<file path="src/rtl/cmd_player_pkg.sv">
// Shared types for the command player: opcodes, the script entry layout
// and the per-channel state encoding.
package cmd_player_pkg;

  // Command opcodes; DEL is the idle/neutral value driven when no command is valid.
  typedef enum logic [1:0] {
    DEL   = 2'd0,
    READ  = 2'd1,
    WRITE = 2'd2,
    FLUSH = 2'd3
  } opcode;

  localparam int ID_SZ = 4;

  // One script entry. last marks the final entry of the script.
  typedef struct packed {
    opcode              op;
    logic               mo;
    logic [ID_SZ-1:0]   id;
    logic               last;
  } cmd_t;

  // Per-channel playback state.
  typedef enum logic [1:0] {
    ST_IDLE = 2'd0,
    ST_SEND = 2'd1,
    ST_GAP  = 2'd2
  } ch_state_t;

endpackage

</file>
<file path="src/rtl/cmd_player_if.sv">
// Host-side load/control bus and consumer-side command channels of the
// command player, bundled for all NCH channels.
//
// Command handshake: a command transfers on every rising clk edge where
// vld[c] && rdy[c]. While vld[c] is high the payload op/mo/id of channel c
// is held stable and vld[c] is never withdrawn until that transfer happens.
// rdy[c] may change freely and carries no obligation on the player.
interface cmd_player_if
  import cmd_player_pkg::*;
#(
  parameter int NCH   = 2,
  parameter int DEPTH = 16,
  parameter int GAP_W = 8
) ();
  localparam int AW = (DEPTH > 1) ? $clog2(DEPTH) : 1;
  localparam int CW = (NCH > 1) ? $clog2(NCH) : 1;

  // script load port
  logic                   ld_en;
  logic [CW-1:0]          ld_ch;
  logic [AW-1:0]          ld_addr;
  opcode                  ld_op;
  logic                   ld_mo;
  logic [ID_SZ-1:0]       ld_id;
  logic                   ld_last;
  logic                   ld_err;

  // per-channel control
  logic [NCH-1:0]         start;
  logic [NCH-1:0]         stop;
  logic [NCH-1:0]         loop;
  logic [NCH*GAP_W-1:0]   gap;

  // per-channel command output
  logic [NCH-1:0]         vld;
  logic [NCH-1:0]         rdy;
  opcode [NCH-1:0]        op;
  logic [NCH-1:0]         mo;
  logic [NCH*ID_SZ-1:0]   id;

  // per-channel status and debug state
  logic [NCH-1:0]         busy;
  logic [NCH-1:0]         done;
  logic [NCH*16-1:0]      sent;
  ch_state_t [NCH-1:0]    st;

  modport slave (
    input  ld_en, ld_ch, ld_addr, ld_op, ld_mo, ld_id, ld_last,
    input  start, stop, loop, gap, rdy,
    output ld_err, vld, op, mo, id, busy, done, sent, st
  );

  modport master (
    output ld_en, ld_ch, ld_addr, ld_op, ld_mo, ld_id, ld_last,
    output start, stop, loop, gap, rdy,
    input  ld_err, vld, op, mo, id, busy, done, sent, st
  );

endinterface

</file>
<file path="src/rtl/cmd_player_ch.sv">
// One playback channel: script RAM, IDLE/SEND/GAP sequencer, handshake
// counter and command outputs.
module cmd_player_ch
  import cmd_player_pkg::*;
#(
  parameter int DEPTH = 16,
  parameter int GAP_W = 8,
  localparam int AW   = (DEPTH > 1) ? $clog2(DEPTH) : 1
) (
  input  logic             clk,
  input  logic             rst,
  input  logic             wr_en_i,
  input  logic [AW-1:0]    wr_addr_i,
  input  cmd_t             wr_cmd_i,
  input  logic             start_i,
  input  logic             stop_i,
  input  logic             loop_i,
  input  logic [GAP_W-1:0] gap_i,
  input  logic             rdy_i,
  output logic             vld_o,
  output opcode            op_o,
  output logic             mo_o,
  output logic [ID_SZ-1:0] id_o,
  output logic             busy_o,
  output logic             done_o,
  output logic [15:0]      sent_o,
  output ch_state_t        state_o
);

  cmd_t             mem_q [DEPTH];

  ch_state_t        state_q, state_d;
  logic [AW-1:0]    ptr_q, ptr_d;
  logic [15:0]      sent_q, sent_d;
  logic             loop_q, loop_d;
  logic [GAP_W-1:0] gap_q, gap_d;
  logic [GAP_W-1:0] gcnt_q, gcnt_d;
  logic             stop_pend_q, stop_pend_d;
  logic             done_q, done_d;

  cmd_t             cur;
  logic             eos;

  // Payload is read straight from the RAM; writes are only accepted while
  // idle, so the entry under ptr cannot change while it is being offered.
  assign cur = mem_q[ptr_q];
  assign eos = cur.last || (ptr_q == AW'(DEPTH - 1));

  // Script RAM write port; deliberately not reset so scripts survive rst.
  always_ff @(posedge clk) begin
    if (wr_en_i) begin
      mem_q[wr_addr_i] <= wr_cmd_i;
    end
  end

  // Sequencer state and counters.
  always_ff @(posedge clk) begin
    if (rst) begin
      state_q     <= ST_IDLE;
      ptr_q       <= '0;
      sent_q      <= '0;
      loop_q      <= 1'b0;
      gap_q       <= '0;
      gcnt_q      <= '0;
      stop_pend_q <= 1'b0;
      done_q      <= 1'b0;
    end else begin
      state_q     <= state_d;
      ptr_q       <= ptr_d;
      sent_q      <= sent_d;
      loop_q      <= loop_d;
      gap_q       <= gap_d;
      gcnt_q      <= gcnt_d;
      stop_pend_q <= stop_pend_d;
      done_q      <= done_d;
    end
  end

  // Next-state logic: start/stop handling, end-of-script, looping and gaps.
  always_comb begin
    state_d     = state_q;
    ptr_d       = ptr_q;
    sent_d      = sent_q;
    loop_d      = loop_q;
    gap_d       = gap_q;
    gcnt_d      = gcnt_q;
    stop_pend_d = stop_pend_q;
    done_d      = 1'b0;

    unique case (state_q)
      ST_IDLE: begin
        // stop in the same cycle as start cancels it
        if (start_i && !stop_i) begin
          state_d     = ST_SEND;
          ptr_d       = '0;
          sent_d      = '0;
          loop_d      = loop_i;
          gap_d       = gap_i;
          stop_pend_d = 1'b0;
        end
      end

      ST_SEND: begin
        if (stop_i) begin
          stop_pend_d = 1'b1;
        end
        if (rdy_i) begin
          sent_d = (sent_q == 16'hFFFF) ? sent_q : sent_q + 16'd1;
          // a stop arriving in the handshake cycle itself ends playback here too
          if ((eos && !loop_q) || stop_pend_q || stop_i) begin
            state_d     = ST_IDLE;
            stop_pend_d = 1'b0;
            done_d      = 1'b1;
          end else begin
            ptr_d = eos ? '0 : ptr_q + AW'(1);
            if (gap_q == '0) begin
              state_d = ST_SEND;
            end else begin
              state_d = ST_GAP;
              gcnt_d  = gap_q;
            end
          end
        end
      end

      ST_GAP: begin
        if (stop_i) begin
          state_d = ST_IDLE;
          done_d  = 1'b1;
        end else if (gcnt_q <= GAP_W'(1)) begin
          state_d = ST_SEND;
        end else begin
          gcnt_d = gcnt_q - GAP_W'(1);
        end
      end

      default: begin
        state_d = ST_IDLE;
      end
    endcase
  end

  assign vld_o   = (state_q == ST_SEND);
  assign op_o    = vld_o ? cur.op : DEL;
  assign mo_o    = vld_o ? cur.mo : 1'b0;
  assign id_o    = vld_o ? cur.id : '0;
  assign busy_o  = (state_q != ST_IDLE);
  assign done_o  = done_q;
  assign sent_o  = sent_q;
  assign state_o = state_q;

endmodule

</file>
<file path="src/rtl/cmd_player.sv">
// Multi-channel command player: one cmd_player_ch per channel, plus load
// decode and rejection of script writes aimed at a busy channel.
module cmd_player
  import cmd_player_pkg::*;
#(
  parameter int NCH   = 2,
  parameter int DEPTH = 16,
  parameter int GAP_W = 8
) (
  input  logic          clk,
  input  logic          rst,
  cmd_player_if.slave   cp
);
  localparam int CW = (NCH > 1) ? $clog2(NCH) : 1;

  logic [NCH-1:0]        sel_w;
  logic [NCH-1:0]        vld_w;
  logic [NCH-1:0]        mo_w;
  logic [NCH-1:0]        busy_w;
  logic [NCH-1:0]        done_w;
  opcode [NCH-1:0]       op_w;
  logic [NCH*ID_SZ-1:0]  id_w;
  logic [NCH*16-1:0]     sent_w;
  ch_state_t [NCH-1:0]   st_w;
  cmd_t                  ld_cmd;
  logic                  ld_err_q, ld_err_d;

  assign ld_cmd = '{op: cp.ld_op, mo: cp.ld_mo, id: cp.ld_id, last: cp.ld_last};

  // Decode which channel the current load strobe targets.
  always_comb begin
    sel_w = '0;
    for (int c = 0; c < NCH; c++) begin
      sel_w[c] = cp.ld_en && (cp.ld_ch == CW'(c));
    end
  end

  assign ld_err_d = |(sel_w & busy_w);

  // Rejection pulse, aligned with the edge at which the write would have landed.
  always_ff @(posedge clk) begin
    if (rst) begin
      ld_err_q <= 1'b0;
    end else begin
      ld_err_q <= ld_err_d;
    end
  end

  for (genvar c = 0; c < NCH; c++) begin : g_ch
    cmd_player_ch #(
      .DEPTH (DEPTH),
      .GAP_W (GAP_W)
    ) u_ch (
      .clk       (clk),
      .rst       (rst),
      .wr_en_i   (sel_w[c] && !busy_w[c]),
      .wr_addr_i (cp.ld_addr),
      .wr_cmd_i  (ld_cmd),
      .start_i   (cp.start[c]),
      .stop_i    (cp.stop[c]),
      .loop_i    (cp.loop[c]),
      .gap_i     (cp.gap[c*GAP_W +: GAP_W]),
      .rdy_i     (cp.rdy[c]),
      .vld_o     (vld_w[c]),
      .op_o      (op_w[c]),
      .mo_o      (mo_w[c]),
      .id_o      (id_w[c*ID_SZ +: ID_SZ]),
      .busy_o    (busy_w[c]),
      .done_o    (done_w[c]),
      .sent_o    (sent_w[c*16 +: 16]),
      .state_o   (st_w[c])
    );
  end

  assign cp.ld_err = ld_err_q;
  assign cp.vld    = vld_w;
  assign cp.op     = op_w;
  assign cp.mo     = mo_w;
  assign cp.id     = id_w;
  assign cp.busy   = busy_w;
  assign cp.done   = done_w;
  assign cp.sent   = sent_w;
  assign cp.st     = st_w;

endmodule

</file>
<file path="src/flat_wrapper.sv">
// flat-port wrapper written by rule: the top's interface ports become plain ports
module cmd_player_flat import cmd_player_pkg::*;
#(
  parameter int NCH   = 2,
  parameter int DEPTH = 16,
  parameter int GAP_W = 8
)
  (clk, rst, cp_ld_en, cp_ld_ch, cp_ld_addr, cp_ld_op, cp_ld_mo, cp_ld_id, cp_ld_last, cp_start, cp_stop, cp_loop, cp_gap, cp_rdy, cp_ld_err, cp_vld, cp_op, cp_mo, cp_id, cp_busy, cp_done, cp_sent, cp_st);
  cmd_player_if #(.NCH(NCH), .DEPTH(DEPTH), .GAP_W(GAP_W)) cp_i ();
  input  logic clk;
  input  logic rst;
  input wire logic [$bits(cp_i.ld_en)-1:0] cp_ld_en;
  input wire logic [$bits(cp_i.ld_ch)-1:0] cp_ld_ch;
  input wire logic [$bits(cp_i.ld_addr)-1:0] cp_ld_addr;
  input wire logic [$bits(cp_i.ld_op)-1:0] cp_ld_op;
  input wire logic [$bits(cp_i.ld_mo)-1:0] cp_ld_mo;
  input wire logic [$bits(cp_i.ld_id)-1:0] cp_ld_id;
  input wire logic [$bits(cp_i.ld_last)-1:0] cp_ld_last;
  input wire logic [$bits(cp_i.start)-1:0] cp_start;
  input wire logic [$bits(cp_i.stop)-1:0] cp_stop;
  input wire logic [$bits(cp_i.loop)-1:0] cp_loop;
  input wire logic [$bits(cp_i.gap)-1:0] cp_gap;
  input wire logic [$bits(cp_i.rdy)-1:0] cp_rdy;
  output wire logic [$bits(cp_i.ld_err)-1:0] cp_ld_err;
  output wire logic [$bits(cp_i.vld)-1:0] cp_vld;
  output wire logic [$bits(cp_i.op)-1:0] cp_op;
  output wire logic [$bits(cp_i.mo)-1:0] cp_mo;
  output wire logic [$bits(cp_i.id)-1:0] cp_id;
  output wire logic [$bits(cp_i.busy)-1:0] cp_busy;
  output wire logic [$bits(cp_i.done)-1:0] cp_done;
  output wire logic [$bits(cp_i.sent)-1:0] cp_sent;
  output wire logic [$bits(cp_i.st)-1:0] cp_st;
  assign cp_i.ld_en = cp_ld_en;
  assign cp_i.ld_ch = cp_ld_ch;
  assign cp_i.ld_addr = cp_ld_addr;
  assign cp_i.ld_op = cp_ld_op;
  assign cp_i.ld_mo = cp_ld_mo;
  assign cp_i.ld_id = cp_ld_id;
  assign cp_i.ld_last = cp_ld_last;
  assign cp_i.start = cp_start;
  assign cp_i.stop = cp_stop;
  assign cp_i.loop = cp_loop;
  assign cp_i.gap = cp_gap;
  assign cp_i.rdy = cp_rdy;
  assign cp_ld_err = cp_i.ld_err;
  assign cp_vld = cp_i.vld;
  assign cp_op = cp_i.op;
  assign cp_mo = cp_i.mo;
  assign cp_id = cp_i.id;
  assign cp_busy = cp_i.busy;
  assign cp_done = cp_i.done;
  assign cp_sent = cp_i.sent;
  assign cp_st = cp_i.st;
  cmd_player #(.NCH(NCH), .DEPTH(DEPTH), .GAP_W(GAP_W)) u_core (.clk(clk), .rst(rst), .cp(cp_i));
endmodule
</file>
<file path="config.mk">
export PLATFORM = sky130hd
export DESIGN_NAME = cmd_player_flat
export DESIGN_NICKNAME = d
export VERILOG_FILES = /design/src/rtl/cmd_player_pkg.sv /design/src/rtl/cmd_player_if.sv /design/src/rtl/cmd_player_ch.sv /design/src/rtl/cmd_player.sv /design/src/flat_wrapper.sv
export SDC_FILE = /design/constraint.sdc
export NUM_CORES = 1
export LEC_CHECK = 0
export CAP_MARGIN = 20
export CORE_MARGIN = 5
export CORE_UTILIZATION = 45
export DETAILED_ROUTE_END_ITERATION = 10
export PLACE_DENSITY = 0.63
export SLEW_MARGIN = 5
export SYNTH_ARGS = -nofsm -noshare
export SYNTH_HDL_FRONTEND = slang
export SYNTH_SLANG_ARGS = --single-unit
</file>
<file path="constraint.sdc">
create_clock -name clk -period 9.3 [get_ports clk]
set_input_delay 1.86 -clock clk [delete_from_list [all_inputs] [get_ports clk]]
set_output_delay 1.86 -clock clk [all_outputs]
set_load 0.005 [all_outputs]
</file>
==> metrics.md <==
| Metric | Value |
|---|---|
| Outcome | `finished clean` |
| # hold bufs at CTS | `0` |
| Final count of hold timing violations | `0` |
| Area after DPL | `0.0160 sq mm` |
| Distinct cell type count of the synthesized netlist | `70` |
| Post-route minimum period | `5020 ps` |
| Slowest cell on crit path | `dfxtp_2` |
| Post-Syn Area | `roughly 0.015 sq mm` |
| R2r setup slk | `between 6000 and 7000 ps` |
| Vias/cell | `~5.5` |
| Initial antenna violation count | `6` |
| Max FO, Critical Path | `19` |
| Max incr delay on CP | `between 700 and 800 ps` |
| Die Span X | `190 microns` |
| Fillcell total | `2614` |
| Clk sink count | `347` |
| Gr ovfl total | `0` |
| Layout Skew | `27.9 ps` |
| Largest area contributor in the synthesized netlist | `edfxtp_1` |
| Total Routing Usage GR | `0.179` |
| Post-Syn Instances | `between 900 and 1k` |
| Worst slew margin | `0.214` |
| Pleak | `approximately 0.0056 uW` |
| Final #Nets | `around 1.1k` |
| IO buf count | `96` |
| Setup-failing EPs final | `0` |
| WP data required | `7440 ps` |
| Die area | `0.0361 sq mm` |
| Finished Layout Cells | `between 1.5k and 2k` |
| ANT nets after route | `0` |
| Cell area power density | `198 mW/mm^2` |
| Async set or reset register ratio after synthesis | `0` |
| # Post-CTS Setup Buffers | `0` |
| Hold Path Sink | `u_core.g_ch[1].u_ch.gcnt_q[1]` |
| Sequential share of the synthesized area | `0.651` |
| CP Class | `reg2out` |
| Detailed-placement wirelength estimate | `20200 microns` |
| First-pass GRT wire length | `50200 microns` |
| Min-delay worst type | `reg2reg` |
| Reg clk slew, reported paths | `60 ps` |
| Warnings, synthesis | `0` |
| Number of global-route vias before repair | `8633` |
| FF/Latch Area | `0.00951 sq mm` |
| H-tree depth | `2` |
| Final Worst Setup Slack | `4280 ps` |
| Routed wire per std cell | `20.8 microns` |
| Data arrival time of the worst path | `3160 ps` |
| CTS tree | `done` |
| Worst hold stages | `2` |
| Core area | `0.0323 sq mm` |
| Die height | `190 microns` |
| CP delay by family, top | `multiplexers` |
| Worst-Margin Slew | `1170 ps` |
| Worst reg2reg path depth | `6` |
| Dpl cells | `1489` |
| Critical Path, Cell by Cell | `buf_16, mux4_2, mux4_2, and2_1, clkdlybuf4s50_1` |
| Worst path bufs/invs | `2` |
| Yosys top cell area share | `0.527` |
| Initial core utilization | `0.452` |
| Max IR drop VDD | `0.108 mV` |
| Number of max-cap violations | `0` |
| Setup_tns | `0 ps` |
| Final Util | `0.533` |
| RSZ-0062 raised after global routing | `false` |
| Synth area leaders | `edfxtp_1, dfxtp_1, mux4_2` |
| Syn_nets | `between 1k and 1.5k` |
| Ratio of cells with drive above 1 in the final layout | `0.140` |
| Gpl congestion | `0.788` |
| CTS root buf | `clkbuf_16` |
| First-pass detailed-route iteration total | `5` |
| Crit-path most repeated cell | `mux4_2` |
| Pre-CTS setup slack | `about 4600 ps` |
| Design area | `0.0172 sq mm` |
| Min-delay src | `u_core.g_ch[1].u_ch.gcnt_q[1]` |
| Drt drc | `0` |
| Total routed wirelength | `32500 microns` |
| R2r endpoint | `u_core.g_ch[0].u_ch.gcnt_q[1]` |
| CTS Buf Count | `36` |
| Largest net degree at the start of global routing | `45` |
| Final Cycle Share | `0.540` |
| Post_cts resized | `0` |
| Clock tree buffer depth | `3` |
| Routed via count | `~8.6k` |
| Synthesis-to-layout area growth | `17.9%` |
| Pins Over Slew Limit | `0` |
| Synth Register Bits | `between 300 and 400` |
| Top FF cell, synth | `edfxtp_1` |
| Maximum clock rate | `~0.2 GHz` |
| Ports | `97` |
| Post-synth EDFFs | `256` |
| # rows | `66` |
| Initial DRC count | `666` |
| Crit end category | `output port` |
| CP Launch Type | `register` |
| Clock Latency Late Sink | `520 ps` |
| Mean Syn Cell Area | `between 10 and 15 sq um` |
| Area occupied by multi-input gates | `0.00472 sq mm` |
## final cells by class
class / instances / share of cell area
sequential: 347 / 0.553
multi-input combinational: 563 / 0.274
timing repair buffer: 110 / 0.0649
clock buffer: 45 / 0.0549
tap: 442 / 0.0321
clock inverter: 20 / 0.0138
inverter: 32 / 0.00698
antenna: 2 / 0.000291
## through the flow
| stage | hold slack, ps | power, uW |
|---|---|---|
| 2_1_floorplan | 443 | 1890 |
| 6_report | 479 | 3410 |
| 4_1_cts | 480 | 3440 |
| 3_5_place_dp | 471 | 2000 |
| 5_1_grt | 509 | 3540 |
| 3_3_place_gp | 460 | 2000 |
## power by group
group	switching (uW)	internal [uW]	total (uW)
clock network	579	863	1440
logic	152	113	266
registers	20.5	1680	1700
total	752	2660	3410
## sequential cells by signal (all words and copies together), names as in the netlist, named ones only
signal,cells
u_core.cp.ld_err,1
u_core.g_ch.u_ch.done_o,2
u_core.g_ch.u_ch.gap_q,16
u_core.g_ch.u_ch.gcnt_q,16
u_core.g_ch.u_ch.loop_q,2
u_core.g_ch.u_ch.mem_q,256
u_core.g_ch.u_ch.ptr_q,8
u_core.g_ch.u_ch.sent_o,32
u_core.g_ch.u_ch.state_o,4
u_core.g_ch.u_ch.stop_pend_q,2
## layer usage
layer / global-route usage / wire length, microns
met1: 0.248 / 14400
met2: 0.290 / 15500
met3: 0.0424 / 2060
met4: 0.0417 / 515
met5: 0 / 49
## worst reg2reg max path, cell delays in order, from the launching register on
cell and delay [ps]:
dfxtp_2 780, mux4_2 600, a22o_1 270, a211oi_2 350, a21oi_1 350, or2_2 440, a221oi_1 280
## kinds of logic after synthesis
kind of cell / Yosys count / share of synthesized area
XOR/XNOR: 28 / 0.0168
flip-flops: 347 / 0.651
multiplexers: 109 / 0.139
buffers and inverters: 85 / 0.0249
AND/OR/NAND/NOR: 289 / 0.0964
AO/OA/AOI/OAI: 121 / 0.0573
adder cells (fa/ha/maj): 16 / 0.0137
## cell usage in the layout, fill, tap and decap left out, types with 4 or more instances in the layout
cell type / synthesis / layout
a21o_1: 4 / 4
o21ai_0: 24 / 24
xnor2_1: 13 / 13
and3_1: 8 / 8
or4_1: 10 / 10
clkbuf_16: 0 / 36
mux4_2: 75 / 75
dfxtp_1: 91 / 89
edfxtp_1: 256 / 256
clkdlybuf4s50_1: 0 / 96
nor2_1: 118 / 118
and4_1: 5 / 5
nand4_1: 13 / 13
or2_2: 4 / 4
nor3_1: 10 / 10
bufinv_16: 0 / 5
xor2_1: 15 / 15
o22ai_1: 4 / 4
clkbuf_1: 31 / 8
ha_1: 16 / 16
or3_1: 6 / 6
nor2b_1: 7 / 7
nand3_1: 20 / 20
a211oi_1: 6 / 6
buf_4: 9 / 8
nor4_1: 7 / 7
clkinv_2: 0 / 5
o31ai_1: 4 / 4
inv_1: 32 / 32
mux2i_1: 31 / 31
nand2_1: 45 / 45
clkinv_1: 0 / 6
nand2b_1: 10 / 10
a21oi_1: 33 / 33
and2_1: 16 / 16
## synthesized netlist by cell type (all sizes together), types with 15 or more instances
cell type	count
edfxtp	256
nor2	118
dfxtp	91
mux4	75
nand2	46
a21oi	33
inv	32
clkbuf	31
mux2i	31
o21ai	26
buf	22
nand3	20
and2	16
ha	16
xor2	15
## worst max path at each step
stage	end	depth (start not counted)	startpoint
floorplan	cp_mo[0]	7	register
global placement	cp_op[0]	4	register
detailed placement	cp_id[5]	4	register
CTS	cp_id[5]	4	register
global route	cp_mo[0]	5	register
finish	cp_mo[0]	5	register
Power figures use the tool's default switching activity.
